<file path="config.mk">
export PLATFORM = sky130hd
export DESIGN_NAME = player_hit_detector
export DESIGN_NICKNAME = d
export VERILOG_FILES = /design/src/rtl/player_hit_detector.sv
export SDC_FILE = /design/constraint.sdc
export NUM_CORES = 1
export LEC_CHECK = 0
export CAP_MARGIN = 20
export CELL_PAD_IN_SITES_DETAIL_PLACEMENT = 2
export CELL_PAD_IN_SITES_GLOBAL_PLACEMENT = 2
export CORE_ASPECT_RATIO = 1.75
export CORE_MARGIN = 1
export CORE_UTILIZATION = 31
export CTS_BUF_LIST = sky130_fd_sc_hd__clkbuf_4 sky130_fd_sc_hd__clkbuf_8 sky130_fd_sc_hd__clkbuf_16
export DETAILED_ROUTE_END_ITERATION = 8
export PLACE_DENSITY_LB_ADDON = 0.05
export SETUP_SLACK_MARGIN = 0.1
export SLEW_MARGIN = 15
export SYNTH_ARGS = -nofsm -noshare
export SYNTH_HDL_FRONTEND = slang
export SYNTH_SLANG_ARGS = --single-unit
</file>
<file path="constraint.sdc">
create_clock -name Clk -period 1.9 [get_ports Clk]
set_input_delay 0.57 -clock Clk [delete_from_list [all_inputs] [get_ports Clk]]
set_output_delay 0.57 -clock Clk [all_outputs]
set_load 0.02 [all_outputs]
</file>
<file path="src/rtl/player_hit_detector.sv">
// Sprite-overlap hit detector: one collision pulse per hit, frame-counted invulnerability, game over after MAX_HITS.
// Optional blink strobe during invulnerability is built when PLAYER_HIT_BLINK_EN is defined.
`timescale 1ns/1ps

module player_hit_detector #(
    parameter int PULSE_LEN     = 4,
    parameter int INVULN_FRAMES = 60,
    parameter int MAX_HITS      = 5
) (
    input  logic       Clk,
    input  logic       reset_n,
    input  logic       vsync,
    input  logic       blank_n,
    input  logic       player_on,
    input  logic       enemy_on,
    input  logic       enable,
    output logic       player_collision,
    output logic       invuln,
    output logic       blink,
    output logic [3:0] hit_count,
    output logic       game_over
);

    localparam logic [1:0] ST_ARMED    = 2'd0;
    localparam logic [1:0] ST_PULSE    = 2'd1;
    localparam logic [1:0] ST_COOLDOWN = 2'd2;
    localparam logic [1:0] ST_DEAD     = 2'd3;

    localparam logic [3:0] PULSE_INIT = 4'(PULSE_LEN);
    localparam logic [7:0] FRAME_INIT = 8'(INVULN_FRAMES);
    localparam logic [3:0] MAX_COUNT  = 4'(MAX_HITS);

    logic       vsync_meta;
    logic       vsync_sync;
    logic       vsync_prev;
    logic       frame_tick;
    logic       ovl;
    logic       pixel_hit;
    logic       overlap_eval;
    logic [1:0] state;
    logic [1:0] state_nxt;
    logic [3:0] pulse_cnt;
    logic [3:0] pulse_cnt_nxt;
    logic [7:0] frame_cnt;
    logic [7:0] frame_cnt_nxt;
    logic [3:0] hit_count_nxt;

    // vsync is asynchronous to Clk: two-flop synchronizer, then a registered rising-edge detect.
    always_ff @(posedge Clk or negedge reset_n) begin
        if (!reset_n) begin
            vsync_meta <= 1'b0;
            vsync_sync <= 1'b0;
            vsync_prev <= 1'b0;
            frame_tick <= 1'b0;
        end else begin
            vsync_meta <= vsync;
            vsync_sync <= vsync_meta;
            vsync_prev <= vsync_sync;
            frame_tick <= vsync_sync & ~vsync_prev;
        end
    end

    assign pixel_hit    = blank_n & player_on & enemy_on;
    assign overlap_eval = ovl | pixel_hit;

    // The overlap seen on the tick cycle belongs to the frame being closed, so the latch simply clears.
    always_ff @(posedge Clk or negedge reset_n) begin
        if (!reset_n) begin
            ovl <= 1'b0;
        end else if (frame_tick) begin
            ovl <= 1'b0;
        end else if (pixel_hit) begin
            ovl <= 1'b1;
        end
    end

    always_comb begin
        state_nxt     = state;
        pulse_cnt_nxt = pulse_cnt;
        frame_cnt_nxt = frame_cnt;
        hit_count_nxt = hit_count;
        case (state)
            ST_ARMED: begin
                if (frame_tick && overlap_eval && enable) begin
                    if (hit_count < MAX_COUNT) begin
                        hit_count_nxt = hit_count + 4'd1;
                    end
                    pulse_cnt_nxt = PULSE_INIT;
                    state_nxt     = ST_PULSE;
                end
            end
            ST_PULSE: begin
                pulse_cnt_nxt = pulse_cnt - 4'd1;
                if (pulse_cnt <= 4'd1) begin
                    if (hit_count >= MAX_COUNT) begin
                        state_nxt = ST_DEAD;
                    end else begin
                        frame_cnt_nxt = FRAME_INIT;
                        state_nxt     = ST_COOLDOWN;
                    end
                end
            end
            ST_COOLDOWN: begin
                if (frame_tick) begin
                    frame_cnt_nxt = frame_cnt - 8'd1;
                    if (frame_cnt <= 8'd1) begin
                        state_nxt = ST_ARMED;
                    end
                end
            end
            default: begin
                state_nxt = ST_DEAD;
            end
        endcase
    end

    // Outputs are decoded from the next state so they change on the same edge as the state register.
    always_ff @(posedge Clk or negedge reset_n) begin
        if (!reset_n) begin
            state            <= ST_ARMED;
            pulse_cnt        <= 4'd0;
            frame_cnt        <= 8'd0;
            hit_count        <= 4'd0;
            player_collision <= 1'b0;
            invuln           <= 1'b0;
            game_over        <= 1'b0;
        end else begin
            state            <= state_nxt;
            pulse_cnt        <= pulse_cnt_nxt;
            frame_cnt        <= frame_cnt_nxt;
            hit_count        <= hit_count_nxt;
            player_collision <= (state_nxt == ST_PULSE);
            invuln           <= (state_nxt != ST_ARMED);
            game_over        <= (state_nxt == ST_DEAD);
        end
    end

`ifdef PLAYER_HIT_BLINK_EN
    // Solid during the pulse, then frame_cnt[2] gives a 4-frame on/off cadence through cooldown.
    always_ff @(posedge Clk or negedge reset_n) begin
        if (!reset_n) begin
            blink <= 1'b0;
        end else begin
            blink <= (state_nxt == ST_PULSE) |
                     ((state_nxt == ST_COOLDOWN) & frame_cnt_nxt[2]);
        end
    end
`else
    assign blink = 1'b0;
`endif

endmodule
</file>
==> reports/results.env <==
FMAX_MHz=574
POWER_SWITCHING_SHARE_PCT=34.2
FINALCRITICALPERIOD_NS=1.74
PLACED_CELL_AREA_UM2=1470
MIN_PERIOD_OVER_PERIOD_PCT=91.7
H-TREE-DEPTH=1
WORSTHOLDENDPOINT='vsync_sync'
DETAIL_ROUTE.ITER0.VIOLATIONS=7
ROUTED_WIRELENGTH_NORMALIZED_BY_INSTANCE_COUNT_UM=16.4
RRSETUPSLACK_NS=0.16
NETS_FINAL=153
SYNTH.TOP_CELL.AREA_SHARE_PCT=52.2
UNREPAIRED_SETUP_ENDPOINTS_AFTER_GLOBAL_ROUTING='true'
FINALPOWER_mW=1.95
DRCVIOLATIONCOUNT=0
WORSTPATHMAXFANOUT=4
IR_DROP_mV=0.410
OUTCOME='complete, no violations'
HOLD-WORST-SLACK_NS=0.360
CRITPATHLAUNCHTYPE='register'
CRITICAL_PATH_CLASS='register to register'
ENDPOINT_KIND='register'
FINALWIRELENGTH_UM=3050
DIE_Y_UM=85.9
POWER.SHARE.COMBINATIONAL_PCT=32.0
IOPINCOUNT=15
VIAS_IN_THE_FIRST_GLOBAL_ROUTE=1017
GRT.TOTAL_USAGE_PCT=15.5
SYNTH_CELL_TYPES=32
FINAL.SETUP.TNS_NS=0
INTPOWER_mW=1.29
IO_BUFFERS=13
FINAL_WEIGHTED_CONGESTION_IN_ROUTABILITY_DRIVEN_PLACEMENT=0.695
SYNTH-WARNING-COUNT=0
CORE_AREA_UM2=3870
HPWLAFTERDP_UM=2280
CLK-INSERTION-DELAY-LATE_NS=0.27
POWER.SWITCHING_mW=0.668
FINALWORSTSETUPSLACK_NS=0.157
DRT-VIAS-PER-INSTANCE=4.87
FILLCELLCOUNT=431
ANT_NETS=0
RR_ENDPOINT='hit_count[2]'
FINALMAXSLEWVIOLATIONS=0
SYNTH_LARGEST_AREA_CELL='sky130_fd_sc_hd__dfrtp_1'
FINALHOLDVIOLATIONS=0
CTS_MADE_BUFFERS=3
FINALCLOCKSKEW_NS=0.00320
HOLDCRITSTARTPOINT='vsync_meta'
SYNTH_NETS=131
FF2FF_PATH_DEPTH=4
POWER_PER_CELL_AREA_nW_PER_UM2=1260
WORST_EP_REQUIRED_TIME_NS=2.06
RR_STARTPOINT='state[0]'
AREAGROWTHSYNTHTOFINISH_PCT=24.2
DIEAREA_UM2=4290
YOSYS-TOP-CELLS-AREA='sky130_fd_sc_hd__dfrtp_1 (52%), sky130_fd_sc_hd__ha_1 (7.0%), sky130_fd_sc_hd__xnor2_1 (5.6%), sky130_fd_sc_hd__nor2_1 (3.6%), sky130_fd_sc_hd__inv_1 (3.3%)'
SETUP_VIOL=0
YOSYSSEQAREASHARE_PCT=52.2
SYNTHESIS.AREA_UM2=1250
GRT_ANTENNA_BEFORE_REPAIR=0
FLOORPLAN.INITIALDENSITY_PCT=32.2
TRITONCTS_CLOCK_TREE='built'
LAYOUT_CELLS_SIZED_ABOVE_1_PCT=18.1
GRT_START_MAX_NET_PINS=27
CRITICAL_PATH_ARRIVAL_NS=1.90
WORSTHOLDPATHCELLS=0
SYN-INSTANCE-COUNT=117
CTSROOTBUFFERMASTER='sky130_fd_sc_hd__clkbuf_8'
HOLDCRITPATHCLASS='register to register'
PRECTSSETUPSLACK_NS=-0.509
SEQ_POWER_SHARE_PCT=44.2
ROUTE.VIAS.TOTAL=906
SYNTH-SEQ-CELLS=26
POWER.CLOCK.FRACTION_PCT=23.8
CTS_NUM_SINKS=26
GRT_FIRST_PASS_WIRELENGTH_UM=4840
ANTENNADIODECOUNT=0
POWER.STATIC_LEAKAGE_nW=0.719
STD_CELL_ROWS=30
POSTLAYOUTCELLAREA_UM2=1550
DIE-WIDTH_UM=49.9
GLOBALROUTE.TOTALOVERFLOW=0
CTSLONGESTPATHBUFFERS=2
DRT_PASS_1_ITERS=4
CLKSLEWWORSTSETUPHOLDPATHS_NS=0.09
SYN-MEAN-INSTANCE-AREA_UM2=10.7
DRV.MAX_CAP_VIOLATION_COUNT=0
[metal layers]
| metal | up-vias | global-route usage [%] | wire length, µm |
|---|---|---|---|
| li1 | 428 | - | - |
| met1 | 463 | 15.6 | 1130 |
| met2 | 10 | 30.3 | 1810 |
| met3 | 5 | 1.60 | 46 |
| met4 | 0 | 7.79 | 60 |
| met5 | - | 0 | 0 |
[critical path, stage by stage (launching register included)]
cell and delay (ns):
sky130_fd_sc_hd__dfrtp_1 0.39, sky130_fd_sc_hd__nand2b_4 0.15, sky130_fd_sc_hd__or4b_4 0.54, sky130_fd_sc_hd__nor3b_2 0.21, sky130_fd_sc_hd__mux2_1 0.35
[state kept, by name, summed over array words and instances (netlist names)]
register	count
ovl	1
vsync_prev	1
frame_tick	1
state	2
vsync_meta	1
player_collision	1
invuln	1
hit_count	4
frame_cnt	8
pulse_cnt	4
vsync_sync	1
game_over	1
[worst max path at each step]
stage	endpoint	from	cells past startpoint	slack, ns
final	hit_count[2]	state[0]	4	0.16
after global routing	frame_cnt[0]	hit_count[0]	7	-0.002
after CTS	game_over	game_over	1	0.10
after detailed placement	hit_count[2]	blank_n	5	-0.51
after global placement	hit_count[2]	enemy_on	5	-0.45
after floorplan	hit_count[2]	enemy_on	5	0.04
[cells in the mapped netlist]
cell,instances
sky130_fd_sc_hd__mux2_1,2
sky130_fd_sc_hd__o22ai_1,1
sky130_fd_sc_hd__o41ai_1,1
sky130_fd_sc_hd__inv_1,11
sky130_fd_sc_hd__nand3_1,3
sky130_fd_sc_hd__dfrtp_1,26
sky130_fd_sc_hd__o2111ai_1,1
sky130_fd_sc_hd__and3_1,1
sky130_fd_sc_hd__nor2_1,12
sky130_fd_sc_hd__buf_4,1
sky130_fd_sc_hd__xnor2_1,8
sky130_fd_sc_hd__nor3_1,4
sky130_fd_sc_hd__ha_1,7
sky130_fd_sc_hd__a21oi_1,1
sky130_fd_sc_hd__o21ai_0,4
sky130_fd_sc_hd__conb_1,1
sky130_fd_sc_hd__or4b_4,1
sky130_fd_sc_hd__or2_2,2
sky130_fd_sc_hd__nand2b_4,1
sky130_fd_sc_hd__a31oi_1,2
sky130_fd_sc_hd__a21boi_0,1
sky130_fd_sc_hd__nand3b_1,1
sky130_fd_sc_hd__nor2b_1,3
sky130_fd_sc_hd__nor3b_2,1
sky130_fd_sc_hd__or3_1,1
sky130_fd_sc_hd__nand2_1,10
sky130_fd_sc_hd__nor3_4,1
sky130_fd_sc_hd__nor4_1,3
sky130_fd_sc_hd__or4_1,2
sky130_fd_sc_hd__nand2b_1,2
sky130_fd_sc_hd__or4_4,1
sky130_fd_sc_hd__buf_6,1
[power groups by stage]
stage	Sequential (mW)	Clock, mW	Combinational, mW
floorplan	0.881	0	0.387
global placement	0.864	0	0.612
detailed placement	0.880	0	0.640
CTS	0.868	0.482	0.638
global route	0.891	0.502	0.705
finish	0.864	0.466	0.624
[cell type report]
class                      count  area (µm²)  share of cell area, %
clock buffer                   3        41.3                   2.67
clock inverter                 1        30.0                   1.94
inverter                      11        41.3                   2.67
multi-input combinational     78         567                   36.6
sequential                    26         651                   42.0
tap                           48        60.1                   3.88
timing repair buffer          19         158                   10.2
[what timing repair did]
action,CTS,global route
hold buffers,0,0
setup buffers,1,0
resized for setup,18,6
setup endpoints to repair,16,15
pin swaps,4,1
[cells by family after synthesis]
group	synth area share [%]
fa+ha+maj	7.03
compound gates	5.52
other cells	0.301
simple gates	22.7
buf+inv	4.82
flops	52.2
mux	1.81
xor+xnor	5.62
[cells in the final DEF (no fill, tap or decap), types with 3 or more instances in the layout]
cell type                       count
sky130_fd_sc_hd__dfrtp_1           26
sky130_fd_sc_hd__dlygate4sd2_1      6
sky130_fd_sc_hd__nor3_1             4
sky130_fd_sc_hd__o21ai_0            4
sky130_fd_sc_hd__buf_2              3
sky130_fd_sc_hd__nand2_1           10
sky130_fd_sc_hd__inv_1             11
sky130_fd_sc_hd__clkbuf_8           3
sky130_fd_sc_hd__buf_4              6
sky130_fd_sc_hd__nor2_1            12
sky130_fd_sc_hd__nand3_1            3
sky130_fd_sc_hd__ha_1               7
sky130_fd_sc_hd__xnor2_1            8
[metrics by stage]
stage,std cells,util [%]
2_1_floorplan,117,-
3_3_place_gp,181,38.1
3_5_place_dp,181,38.1
4_1_cts,186,39.6
5_1_grt,186,40.0
6_report,186,40.0
No activity file was read; power rests on OpenSTA's default activity.
==> variant: new RTL, same settings <==
Add a define of `PLAYER_HIT_BLINK_EN`.
--- a/src/rtl/player_hit_detector.sv
+++ b/src/rtl/player_hit_detector.sv
@@ -2,4 +2,6 @@
 // Optional blink strobe during invulnerability is built when PLAYER_HIT_BLINK_EN is defined.
 `timescale 1ns/1ps
+
+`define PLAYER_HIT_BLINK_EN
 
 module player_hit_detector #(
Check against the original RTL: not equivalent (Yosys sat finds a counterexample within 10 cycles, from zero or initial values and one cycle with reset_n low).
==> variant against the original RTL <==
Core utilization up 6.6 points. Sequential share of layout area is 11 points lower. Via count rose by 50%. Sequential cell count grew 1. Clock skew hardly changed. Synthesized area grew 21%. Setup slack got worse by 140 ps. Global-route usage increased by 5.4 points. Critical path type unchanged. Critical endpoint is now frame_cnt[7]$_DFFE_PN0P_. Routed wire length rose by 63%. Design area grew 41%.
Power is not compared: it rests on default switching activity, and its combinational part moved more than twofold at a synthesized area within 25%.
==> variant: results (changes against the original RTL) <==
ys_seq_area_share_pct: 44.8  # -7.4 points
vias: 1362  # +50%
arrival_ps: 2040  # +140 ps
hp-class: "flip-flop to flip-flop"
synthArstFlopShare_pct: 100  # unchanged
dp_hpwl_mm: 3.43  # +50%
synthTopCellsByArea: "dfrtp_1 (45%), ha_1 (9.1%), o21ai_0 (6.3%)"
skew_ps: 3.05  # -0.147 ps
final-setup-viol-count: 0  # unchanged
p_leak_nw: 0.989
overflow: 0  # unchanged
cts_root_buffer: "clkbuf_8"
grt_antenna_before_repair: 0  # unchanged
top_regs: "frame_cnt x8, hit_count x4, pulse_cnt x4"
grt_max_degree: 28  # +3.7%
ys_types: 43  # +34%
grt_pass1_vias: 1569  # +54%
cp_slowest_cell: "dfrtp_1"
io_buffers: 14  # +1
antenna_cells: 0  # unchanged
hold_violations: 0  # unchanged
syn-instance-count: 155  # +32%
tightest_slew_ps: 371
vias_per_cell: 5.28  # +8.4%
yosys_warnings: 0  # unchanged
drive_gt1_share_pct: 38.8  # +21 points
peakVddDrop_v: 0.000783
wire_per_inst_um: 19.2  # +17%
clk_pin_slew_ps: 100
cts_max_level: 1  # unchanged
grtUsageTotal_pct: 20.9  # +5.4 points
p_sw_mw: 1.68
post-place-ws_ps: -291  # +218 ps
grt_pass1_wl_mm: 7.62  # +57%
critPathMaxFanout: 7  # +3
syn-num-nets: 173  # +32%
drt_iter0_drc: 12  # +5
status: "complete, no violations"
nets: 225  # +47%
cts_inserted_buffers: 3  # unchanged
dp.cells: 238  # +31%
drtPass1Iterations: 4  # unchanged
cpLargestDelayFamily: "compound AO/OA/AOI/OAI gates"
gp_congestion: 0.710  # +2.2%
n_fill_cell: 505  # +17%
yosys-top-cells-count: "dfrtp_1 (27), o21ai_0 (19), nand2_1 (16)"
dpl_cell_area_um2: 1860  # +26%
crit_path_max_incr_delay_ps: 400  # -140 ps
insertion_delay_ps: 280
clockBufferDepth: 2  # unchanged
==> variant: changes by cell type after synthesis, moves of 3 or more <==
cell / change
o21ai_0: +15
mux2i_1: +3
xnor2_1: -6
nand2_1: +6
ha_1: +4
a21oi_1: +6
nor4_1: -3
inv_1: +4
==> variant: final cells by class <==
type                       instances  area, µm²  share of cell area, %
timing repair buffer              50        409                   18.8
sequential                        27        679                   31.2
clock buffer                       3       41.3                   1.90
inverter                          15       60.1                   2.76
multi-input combinational        110        916                   42.1
clock inverter                     1       5.00                  0.230
tap                               52       65.1                   2.99
==> variant: worst paths after layout <==
kind	from	to	slack [ps]	depth (start not counted)
max	pulse_cnt[1]$_DFFE_PN0P_	frame_cnt[7]$_DFFE_PN0P_	20	8
min	vsync_meta$_DFF_PN0_	vsync_sync$_DFF_PN0_	370	0
max reg2reg	pulse_cnt[1]$_DFFE_PN0P_	frame_cnt[7]$_DFFE_PN0P_	20	8
min reg2reg	vsync_meta$_DFF_PN0_	vsync_sync$_DFF_PN0_	370	0
max in group asynchronous	reset_n	hit_count[0]$_DFFE_PN0P_	940	2
min in group asynchronous	reset_n	frame_cnt[6]$_DFFE_PN0P_	670	2
==> variant: repair_timing <==
action                                  4_1_cts  5_1_grt
resized for setup                            26       24
cloned                                        0        1
pin swaps                                     6        7
buffers inserted                              5       10
endpoints found under the setup margin       26       18
==> variant: layer usage <==
| layer | wire length, µm | global-route usage (%) | share of wire [%] | vias up |
|---|---|---|---|---|
| met2 | 3050 | 40.1 | 62 | 18 |
| met1 | 1720 | 21.1 | 35 | 692 |
| met4 | 98 | 7.69 | 2.0 | 0 |
| met3 | 90 | 2.43 | 1.8 | 8 |
| li1 | - | - | - | 644 |
| met5 | 0 | 0 | 0 | - |
==> variant: cell families (layout without fill, tap and decap cells) <==
group,Yosys count,in the layout,share of synthesized area [%]
xor+xnor,2,2,1.16
buf+inv,19,69,5.31
simple gates,47,47,16.4
flops,27,27,44.8
fa+ha+maj,11,11,9.13
compound gates,45,46,20.4
mux,4,4,2.74
==> variant: worst reg2reg max path: stages (launching register included) <==
cell      delay, ps
dfrtp_1         400
inv_2            90
ha_2            170
or2_4           130
o2111a_2        330
buf_4           160
o21ai_4          70
o21ai_0         270
o41ai_2         130
==> variant: power groups by stage <==
stage	sequential, mW	clock (mW)	combinational [mW]
floorplan	1.00	0	1.07
global placement	0.935	0	1.86
detailed placement	0.950	0	1.95
CTS	0.944	0.354	2.14
global route	0.980	0.377	2.66
finish	0.958	0.344	2.41
